==> src/rtl/pipelined_barrel_shifter_if.sv <==
// Request/response bundle for the pipelined barrel shifter.
// The master drives requests and accepts results; the slave is the shifter.
interface pipelined_barrel_shifter_if #(
  parameter int WIDTH = 32,
  parameter int AMT_W = 8
);
  logic             in_valid;
  logic             in_ready;
  logic [WIDTH-1:0] in_data;
  logic [AMT_W-1:0] in_amt;
  logic [2:0]       in_op;
  logic             in_carry;
  logic             out_valid;
  logic             out_ready;
  logic [WIDTH-1:0] out_data;
  logic             out_carry;
  logic             out_illegal;

  modport master (
    output in_valid, in_data, in_amt, in_op, in_carry, out_ready,
    input  in_ready, out_valid, out_data, out_carry, out_illegal
  );

  modport slave (
    input  in_valid, in_data, in_amt, in_op, in_carry, out_ready,
    output in_ready, out_valid, out_data, out_carry, out_illegal
  );
endinterface

==> src/rtl/pipelined_barrel_shifter.sv <==
// Two-stage ARM-style barrel shifter (LSL/LSR/ASR/ROR/RRX) with carry-out.
// All shifts run as right shifts; LSL reverses the operand before and after.
module pipelined_barrel_shifter #(
  parameter int WIDTH = 32,
  parameter int AMT_W = 8
) (
  input logic                   clk,
  input logic                   rst,
  pipelined_barrel_shifter_if.slave bus
);
  localparam int LOG = $clog2(WIDTH);
  localparam int LO  = LOG / 2;
  localparam logic [31:0]    W_U = WIDTH;
  localparam logic [LOG-1:0] ONE = 1;

  logic [LOG-1:0]   m, lsl_idx, rsh_idx, amt_d;
  logic             n_zero, n_eq_w, n_gt_w;
  logic [WIDTH-1:0] data_rev, base_d, out_rev, s2_result;
  logic             rev_d, rot_d, fill_d, carry_d, illegal_d;
  logic [WIDTH-1:0] chain [0:LOG];

  logic             s1_valid_q, s1_valid_d, s2_valid_q, s2_valid_d;
  logic [WIDTH-1:0] s1_data_q;
  logic [LOG-1:LO]  s1_amt_q;
  logic             s1_rev_q, s1_rot_q, s1_fill_q, s1_carry_q, s1_illegal_q;
  logic [WIDTH-1:0] out_data_q;
  logic             out_carry_q, out_illegal_q;
  logic             s2_free, in_ready, in_fire;

  assign m       = bus.in_amt[LOG-1:0];
  assign lsl_idx = -m;
  assign rsh_idx = m - ONE;
  assign n_zero  = (bus.in_amt == '0);
  assign n_eq_w  = (32'(bus.in_amt) == W_U);
  assign n_gt_w  = (32'(bus.in_amt) >  W_U);

  // Out-of-range amounts are folded into the base operand so the shift network only sees m < WIDTH.
  always_comb begin
    rev_d     = 1'b0;
    rot_d     = 1'b0;
    fill_d    = 1'b0;
    base_d    = bus.in_data;
    amt_d     = m;
    carry_d   = bus.in_carry;
    illegal_d = 1'b0;
    case (bus.in_op)
      3'b000: begin
        rev_d  = 1'b1;
        base_d = data_rev;
        if (n_gt_w) begin
          base_d = '0; amt_d = '0; carry_d = 1'b0;
        end else if (n_eq_w) begin
          base_d = '0; amt_d = '0; carry_d = bus.in_data[0];
        end else if (!n_zero) begin
          carry_d = bus.in_data[lsl_idx];
        end
      end
      3'b001: begin
        if (n_gt_w) begin
          base_d = '0; amt_d = '0; carry_d = 1'b0;
        end else if (n_eq_w) begin
          base_d = '0; amt_d = '0; carry_d = bus.in_data[WIDTH-1];
        end else if (!n_zero) begin
          carry_d = bus.in_data[rsh_idx];
        end
      end
      3'b010: begin
        fill_d = bus.in_data[WIDTH-1];
        if (n_gt_w || n_eq_w) begin
          base_d  = {WIDTH{bus.in_data[WIDTH-1]}};
          amt_d   = '0;
          carry_d = bus.in_data[WIDTH-1];
        end else if (!n_zero) begin
          carry_d = bus.in_data[rsh_idx];
        end
      end
      3'b011: begin
        rot_d = 1'b1;
        // m==0 with n!=0 wraps rsh_idx to WIDTH-1, which is exactly the required carry.
        if (!n_zero) carry_d = bus.in_data[rsh_idx];
      end
      3'b100: begin
        base_d  = {bus.in_carry, bus.in_data[WIDTH-1:1]};
        amt_d   = '0;
        carry_d = bus.in_data[0];
      end
      default: begin
        amt_d     = '0;
        illegal_d = 1'b1;
      end
    endcase
  end

  for (genvar gi = 0; gi < WIDTH; gi++) begin : g_rev
    assign data_rev[gi] = bus.in_data[WIDTH-1-gi];
    assign out_rev[gi]  = chain[LOG][WIDTH-1-gi];
  end

  // Levels below LO belong to stage 1; level LO restarts from the stage-1 register.
  assign chain[0] = base_d;
  for (genvar gi = 0; gi < LOG; gi++) begin : g_lvl
    localparam int S = 1 << gi;
    logic [WIDTH-1:0] lvl_src;
    logic             lvl_sel, lvl_rot, lvl_fill;
    if (gi == LO) begin : g_src_reg
      assign lvl_src = s1_data_q;
    end else begin : g_src_chain
      assign lvl_src = chain[gi];
    end
    if (gi < LO) begin : g_ctl_s1
      assign lvl_sel  = amt_d[gi];
      assign lvl_rot  = rot_d;
      assign lvl_fill = fill_d;
    end else begin : g_ctl_s2
      assign lvl_sel  = s1_amt_q[gi];
      assign lvl_rot  = s1_rot_q;
      assign lvl_fill = s1_fill_q;
    end
    assign chain[gi+1] = !lvl_sel ? lvl_src :
                         lvl_rot  ? {lvl_src[S-1:0], lvl_src[WIDTH-1:S]} :
                                    {{S{lvl_fill}}, lvl_src[WIDTH-1:S]};
  end

  assign s2_result = s1_rev_q ? out_rev : chain[LOG];

  assign s2_free    = !s2_valid_q || bus.out_ready;
  assign in_ready   = !s1_valid_q || s2_free;
  assign in_fire    = bus.in_valid && in_ready;
  assign s1_valid_d = in_ready ? bus.in_valid : s1_valid_q;
  assign s2_valid_d = s2_free ? s1_valid_q : s2_valid_q;

  always_ff @(posedge clk) begin
    if (rst) begin
      s1_valid_q    <= 1'b0;
      s2_valid_q    <= 1'b0;
      out_data_q    <= '0;
      out_carry_q   <= 1'b0;
      out_illegal_q <= 1'b0;
    end else begin
      s1_valid_q <= s1_valid_d;
      s2_valid_q <= s2_valid_d;
      if (s2_free && s1_valid_q) begin
        out_data_q    <= s2_result;
        out_carry_q   <= s1_carry_q;
        out_illegal_q <= s1_illegal_q;
      end
    end
  end

  always_ff @(posedge clk) begin
    if (in_fire) begin
      s1_data_q    <= chain[LO];
      s1_amt_q     <= amt_d[LOG-1:LO];
      s1_rev_q     <= rev_d;
      s1_rot_q     <= rot_d;
      s1_fill_q    <= fill_d;
      s1_carry_q   <= carry_d;
      s1_illegal_q <= illegal_d;
    end
  end

  assign bus.in_ready    = in_ready;
  assign bus.out_valid   = s2_valid_q;
  assign bus.out_data    = out_data_q;
  assign bus.out_carry   = out_carry_q;
  assign bus.out_illegal = out_illegal_q;
endmodule

==> src/flat_wrapper.sv <==
// flat-port wrapper written by rule: the top's interface ports become plain ports
module pipelined_barrel_shifter_flat 
#(
  parameter int WIDTH = 32,
  parameter int AMT_W = 8
)
  (clk, rst, bus_in_valid, bus_in_data, bus_in_amt, bus_in_op, bus_in_carry, bus_out_ready, bus_in_ready, bus_out_valid, bus_out_data, bus_out_carry, bus_out_illegal);
  pipelined_barrel_shifter_if #(.WIDTH(WIDTH), .AMT_W(AMT_W)) bus_i ();
  input logic clk;
  input logic rst;
  input wire logic [$bits(bus_i.in_valid)-1:0] bus_in_valid;
  input wire logic [$bits(bus_i.in_data)-1:0] bus_in_data;
  input wire logic [$bits(bus_i.in_amt)-1:0] bus_in_amt;
  input wire logic [$bits(bus_i.in_op)-1:0] bus_in_op;
  input wire logic [$bits(bus_i.in_carry)-1:0] bus_in_carry;
  input wire logic [$bits(bus_i.out_ready)-1:0] bus_out_ready;
  output wire logic [$bits(bus_i.in_ready)-1:0] bus_in_ready;
  output wire logic [$bits(bus_i.out_valid)-1:0] bus_out_valid;
  output wire logic [$bits(bus_i.out_data)-1:0] bus_out_data;
  output wire logic [$bits(bus_i.out_carry)-1:0] bus_out_carry;
  output wire logic [$bits(bus_i.out_illegal)-1:0] bus_out_illegal;
  assign bus_i.in_valid = bus_in_valid;
  assign bus_i.in_data = bus_in_data;
  assign bus_i.in_amt = bus_in_amt;
  assign bus_i.in_op = bus_in_op;
  assign bus_i.in_carry = bus_in_carry;
  assign bus_i.out_ready = bus_out_ready;
  assign bus_in_ready = bus_i.in_ready;
  assign bus_out_valid = bus_i.out_valid;
  assign bus_out_data = bus_i.out_data;
  assign bus_out_carry = bus_i.out_carry;
  assign bus_out_illegal = bus_i.out_illegal;
  pipelined_barrel_shifter #(.WIDTH(WIDTH), .AMT_W(AMT_W)) u_core (.clk(clk), .rst(rst), .bus(bus_i));
endmodule
==> config.mk <==
export PLATFORM = sky130hd
export DESIGN_NAME = pipelined_barrel_shifter_flat
export DESIGN_NICKNAME = d
export VERILOG_FILES = /design/src/rtl/pipelined_barrel_shifter_if.sv /design/src/rtl/pipelined_barrel_shifter.sv /design/src/flat_wrapper.sv
export SDC_FILE = /design/constraint.sdc
export NUM_CORES = 1
export LEC_CHECK = 0
export ABC_AREA = 1
export CORE_UTILIZATION = 40
export DETAILED_ROUTE_END_ITERATION = 16
export SETUP_SLACK_MARGIN = 0.4
export SLEW_MARGIN = 20
export SYNTH_ARGS = -nofsm -noshare
export SYNTH_HDL_FRONTEND = slang
export SYNTH_SLANG_ARGS = --single-unit
==> constraint.sdc <==
create_clock -name clk -period 2.61 [get_ports clk]
set_clock_uncertainty 0.15 [all_clocks]
set_input_delay 0.3915 -clock clk [delete_from_list [all_inputs] [get_ports clk]]
set_output_delay 0.3915 -clock clk [all_outputs]
set_load 0.01 [all_outputs]
==> results.cfg <==
[power]
powerDensity_mw_per_mm2 = 462.6
peakVddDrop_v = 0.0002897
power.internal_mw = 2.567
p_leak_nw = 3.719
power_frac_clock_pct = 30.1
p_sw_mw = 1.397
swShare_pct = 35.23
p_comb_share_pct = 33.5
seqPwrFrac_pct = 36.4
total_power_mw = 3.964

[layout]
multi_input_area_sq_mm = 0.004190
nets = 1208
n_antenna_cell = 0
syn_to_final_growth_pct = 29.62
final_cell_mix = 308 x nand2_1, 170 x nand3_1, 79 x o21ai_0, 75 x clkdlybuf4s50_1, 72 x inv_1
layout_commonest_cell = nand2_1
drive_above_1_share_pct = 14.18
fillers = 1673
regArea_sq_mm = 0.001922
fin_util_pct = 53.55
layoutNonFillerInstCount = 1380

[setup_path]
reg2reg_setup_slack_ps = 410
cp_data_arrival_time_ps = 2300
path_max_fanout = 10
endpoint_kind = flop
path_class = reg -> reg
worstReg2RegStart = u_core.s1_amt_q[3]
worstPathRequired_ps = 2710
r2r-end = u_core.bus.out_data[25]
r2r_cells = 8
start_kind = flop

[placement]
gp_congestion = 0.9487
port_buffers = 83
place_hpwl_um = 17100
place_ws_ps = -155.8
dp_cells = 1340

[logic_synthesis]
syn_avg_cell_area_sq_um = 6.277
synth.top_cell.area_share_pct = 18.17
synth_warnings = 0
seq_area_frac_synth_pct = 29.07
ys_types = 40
syn_area_sq_mm = 0.006610
synth_top_area_cell = edfxtp_1
syn_nets = 1102
synthCells = 1053
synth-seq-cells = 76
synth.area.top_cells = edfxtp_1 18%, nand2_1 18%, nand3_1 13%

[grt]
grt_pass1_wl_um = 35870
grt_pass1_vias = 6929
grt.overflow.total = 0
antenna_found_initial = 0
grt_max_degree = 55
track_usage_pct = 27.11

[worst_hold_path]
min_path_cells = 2
hold_path_end = u_core.bus.out_illegal
hold_path.class = reg -> reg
hp-start = u_core.bus.out_illegal

[floorplan]
fp.dieH_um = 130.6
dieArea_sq_mm = 0.01704
row_count = 46
start_util_pct = 41.31
die_w_um = 130.6
io_pins = 84
core_sq_mm = 0.01600

[drt]
wl_per_cell_um = 16.44
drc = 0
routed_wl_um = 22690
drt_first_pass_iters = 7
ant_nets = 0
vias = 7792
drtIter0Drc = 838
viasPerCell = 5.646

[sta]
tightest_slew_ps = 908.5
relSlewSlack_pct = 39.37
fin_crit_ps = 2201
fmax_mhz = 454.3
finalSetupViolations = 0
whs_ps = 331.3
slew_viol_final = 0
hold_violations = 0
layout_setup_ws_ps = 408.7
period_share_pct = 84.34
grt_setup_unrepaired = yes

[outcome]
status = finished, final reports clean

[clocking]
clk_pin_slew_ps = 70
cts.sink_count = 76
clk_latency_ps = 340
cts-root-buf = clkbuf_16
htreeDepth = 3
hold_buffers = 0
tritoncts = built
clock_path_buffers = 2
cts_buffers = 9

[job]
drv_cap = 0
through the flow:
| stage | cell area (sq um) | setup TNS (ps) |
|---|---|---|
| after floorplan | 6654 | 0 |
| after global placement | 7893 | -833.8 |
| after detailed placement | 7893 | -1551 |
| after global routing | 8568 | 0 |
| final | 8568 | 0 |
| after CTS | 8295 | 0 |
worst max path at each step:
stage | slack (ps) | cells past startpoint | to | from
3_3_place_gp | -110 | 12 | u_core.g_lvl[2].lvl_src[31] | bus_in_op[1]
2_1_floorplan | 420 | 15 | u_core.s1_carry_q | bus_in_amt[0]
5_1_grt | 380 | 11 | u_core.bus.out_data[23] | u_core.s1_amt_q[2]
4_1_cts | 380 | 11 | u_core.bus.out_data[23] | u_core.s1_amt_q[2]
3_5_place_dp | -160 | 12 | u_core.g_lvl[2].lvl_src[31] | bus_in_op[1]
6_report | 410 | 8 | u_core.bus.out_data[25] | u_core.s1_amt_q[3]
cell families after synthesis:
logic type,synth area share (%)
multiplexers,0.6057
AO/OA/AOI/OAI,23.47
flip-flops,29.07
adder cells (fa/ha/maj),0.1893
AND/OR/NAND/NOR,36.55
buffers and inverters,10.11
sequential cells by signal, indices dropped and copies added, names as in the netlist:
signal                  flops
u_core.bus.out_valid        1
u_core.s1_valid_q           1
u_core.bus.out_carry        1
u_core.s1_rev_q             1
u_core.g_lvl.lvl_src       32
u_core.bus.out_data        32
u_core.g_lvl.lvl_rot        1
u_core.s1_illegal_q         1
u_core.s1_carry_q           1
u_core.bus.out_illegal      1
u_core.g_lvl.lvl_fill       1
u_core.s1_amt_q             3
metal layers:
| layer | GRT usage, % | share of wire, % |
|---|---|---|
| met1 | 37.86 | 46 |
| met2 | 42.23 | 46 |
| met3 | 3.868 | 5.7 |
| met4 | 10.34 | 2.6 |
| met5 | 0 | 0 |
final cells by class:
cell class	count	share of cell area, %
sequential	76	22.43
inverter	91	4.264
clock buffer	9	2.629
tap	216	3.154
timing repair buffer	161	17.84
multi-input combinational	820	48.90
clock inverter	7	0.7739
timing repair:
item,in CTS,in global routing
cloned,1,2
setup buffers,7,14
resized for setup,25,53
pin swaps,6,15
endpoints found under the setup margin,40,58
critical path, stage by stage, from the launching register on:
cell,delay (ps)
edfxtp_1,440
clkinvlp_4,260
nor2_2,250
o21ai_0,120
a21boi_1,160
o21ai_0,380
o211ai_1,210
nand2_1,90
inv_1,40
power groups by stage:
stage	Clock (mW)	Sequential, mW	Combinational [mW]
detailed placement	0	1.47	1.23
CTS	1.22	1.44	1.26
floorplan	0	1.46	0.749
global route	1.29	1.45	1.47
global placement	0	1.47	1.22
finish	1.19	1.44	1.33
Yosys cell counts (all sizes together):
| cell type | count |
|---|---|
| a21boi | 3 |
| inv | 91 |
| buf | 33 |
| clkbuf | 35 |
| a31oi | 9 |
| dfxtp | 36 |
| a221oi | 7 |
| o211ai | 39 |
| o2111ai | 2 |
| or2 | 1 |
| ha | 1 |
| nor2 | 52 |
| o22ai | 6 |
| o21ai | 129 |
| o21a | 2 |
| a22oi | 19 |
| nor3 | 8 |
| o2111a | 1 |
| mux2i | 4 |
| edfxtp | 40 |
| nand4 | 2 |
| nand2 | 314 |
| a21oi | 43 |
| nand3 | 176 |
(Power assumes the default switching activity.)
==> edit: new RTL, same settings <==
`WIDTH` is set to 32 in 3 places; all go to 16.
--- a/src/rtl/pipelined_barrel_shifter_if.sv
+++ b/src/rtl/pipelined_barrel_shifter_if.sv
@@ -2,5 +2,5 @@
 // The master drives requests and accepts results; the slave is the shifter.
 interface pipelined_barrel_shifter_if #(
-  parameter int WIDTH = 32,
+  parameter int WIDTH = 16,
   parameter int AMT_W = 8
 );
--- a/src/rtl/pipelined_barrel_shifter.sv
+++ b/src/rtl/pipelined_barrel_shifter.sv
@@ -2,5 +2,5 @@
 // All shifts run as right shifts; LSL reverses the operand before and after.
 module pipelined_barrel_shifter #(
-  parameter int WIDTH = 32,
+  parameter int WIDTH = 16,
   parameter int AMT_W = 8
 ) (
--- a/src/flat_wrapper.sv
+++ b/src/flat_wrapper.sv
@@ -2,5 +2,5 @@
 module pipelined_barrel_shifter_flat 
 #(
-  parameter int WIDTH = 32,
+  parameter int WIDTH = 16,
   parameter int AMT_W = 8
 )
Ports: changed (resized bus_in_data and bus_out_data); port bits go from 84 to 52. No check against the original RTL was run, so the function may have changed too.
==> edit against the unedited design <==
Sequential share of layout area rose by 1.3 points. Routed wire length fell by 53%. Final area fell by 46%. Synthesized area fell by 45%. Register-to-register slack improved by 230 ps. Sequential cell count fell by 33. Die area fell by 44%. Worst setup slack improved by 83 ps. Power fell by 52%. Critical path type is now in -> out. Largest cell class unchanged.
==> edit: results (changes against the unedited design) <==
CTS
  • Clock latency on the worst-skew pair: 290 ps (-50 ps)
  • CTS max path bufs: 2 (unchanged)
  • CTS Buf Count: 5 (-4)
  • H-tree levels: 2 (-1)
  • Worst-path clk slew: 80 ps
  • Clk root buf: clkbuf_8

Worst hold path
  • Worst min path class: reg -> reg
  • Hold_sp: u_core.bus.out_carry$_SDFFE_PP0P_

Timing
  • Slew headroom: 64.8% (+25 points)

GRT
  • Initial antenna violation count: 0 (unchanged)
  • Met1 Track Usage GR: 30.0% (-7.8 points)
  • Vias in the first global route: 3726 (-46%)
  • Global-route wire length before repair: 17600 microns (-51%)
  • M3 GR Usage: 2.45% (-1.4 points)
  • Total GRT Usage: 22.7% (-4.4 points)
  • Grt met2 use: 39.1% (-3.2 points)
  • Largest net degree at the start of global routing: 35 (-36%)

Synthesis
  • Post-synth EDFFs: 23 (-43%)
  • Post-synthesis compound-gate area fraction: 22.8% (-0.67 points)
  • Post-Synth XOR/XNOR Area: 0% (unchanged)
  • Yosys warning count: 0 (unchanged)
  • Syn_nets: 597 (-46%)
  • Mean Syn Cell Area: 6.44 sq um (+2.6%)
  • Mux contribution to synthesized area: 1.10% (+0.50 points)
  • Most common library cells after synthesis: nand2_1 (167), nand3_1 (80), o21ai_0 (49)
  • Largest cells by area after synthesis: edfxtp_1 (19%), nand2_1 (17%), dfxtp_1 (11%)
  • Synth cell types: 35 (-13%)
  • Post-synth top flop: edfxtp_1
  • Adder-cell area share of the yosys netlist: 0.344% (+0.16 points)
  • Post-synthesis sequential area ratio: 30.0% (+0.96 points)

Pwr
  • Maximum vdd drop: 0.000229 V (-21%)
  • Net load switching power: 0.000614 W (-56%)
  • Flop pwr share: 43.1% (+6.7 points)
  • P_clk: 0.000471 W (-60%)
  • Leak Pwr: 2.08 nW (-44%)

Detailed routing
  • Vias: 3954 (-49%)
  • DRT iter0 DRCs: 205 (-76%)
  • Router iterations before antenna repair: 7 (unchanged)
  • Avg Vias per Cell: 5.42 (-4.1%)
  • DRT Wirelength: 10700 microns (-53%)

Placed design
  • IO buf count: 51 (-39%)
  • Placed Instances: 714 (-47%)
  • Post-DP HPWL: 8290 microns (-52%)
  • Placed cell areas: 0.00431 sq mm (-45%)
  • Placer Congestion: 0.901 (-5.0%)

Job
  • Number of max-cap violations: 0 (unchanged)

Worst setup path
  • Worst Path Arrival: 1580 ps (-720 ps)
  • Max stage delay cell, worst path: clkdlybuf4s50_1
  • Worst r2r src: u_core.s1_amt_q[2]$_DFFE_PP_
  • Slowest stage delay, CP: 570 ps (+130 ps)
  • Crit path from: bus_out_ready
  • CP Max Fanout: 3 (-7)
  • Worst path top cell family by delay: buffers and inverters

Outcome
  • Outcome: finished clean

Layout
  • Fraction of layout cells with a size suffix above 1: 12.5% (-1.6 points)
  • Final nets: 654 (-46%)
[edit: cell types whose count changed in the layout (fill, tap and decap cells not counted), sizes merged, moves of 32 or more]
cell           before  now
nand2             314  168
o21ai             129   75
clkdlybuf4s50      75   43
nand3             176   83
a21oi              43   11
inv                93   59
buf                77   22
[edit: metrics by stage]
stage	setup TNS [ps]	hold WS, ps	utilization, %	setup WS (ps)	power [W]
after global routing	0	403	52.5	411	0.00201
after global placement	-69.5	321	49.2	-69.5	0.00140
after detailed placement	-84.4	340	49.2	-84.4	0.00141
final	0	350	52.5	492	0.00188
after floorplan	0	311	-	432	0.00118
after CTS	0	354	50.5	424	0.00188
[edit: timing repair]
item	4_1_cts	5_1_grt
pin swaps	0	11
gates cloned	0	2
gates resized for setup	2	28
setup endpoints to repair	1	31
buffers inserted	0	6
[edit: path summary, 6_finish.rpt]
kind                                           to  slack [ps]  depth (start not counted)
max                                  bus_in_ready         490                          4
min             u_core.bus.out_carry$_SDFFE_PP0P_         350                          2
max reg2reg  u_core.bus.out_data[13]$_SDFFE_PP0P_         640                          7
min reg2reg     u_core.bus.out_carry$_SDFFE_PP0P_         350                          2
[edit: cells by family (layout without fill, tap and decap cells)]
family | Yosys count | in the layout
adder cells (fa/ha/maj) | 1 | 1
AO/OA/AOI/OAI | 135 | 135
buffers and inverters | 86 | 144
multiplexers | 4 | 4
AND/OR/NAND/NOR | 295 | 295
flip-flops | 43 | 43
[edit: layout make-up]
type	count	area [sq um]
timing repair buffer	76	795
clock buffer	6	93.8
inverter	60	238
clock inverter	2	13.8
multi-input combinational	435	2230
fill	905	4170
tap	108	135
sequential	43	1090
[edit: routing by layer]
layer,share of wire (%),vias to the layer above
met2,48,88
met1,47,1809
met4,2.4,0
li1,-,2038
met5,0,-
met3,2.9,19
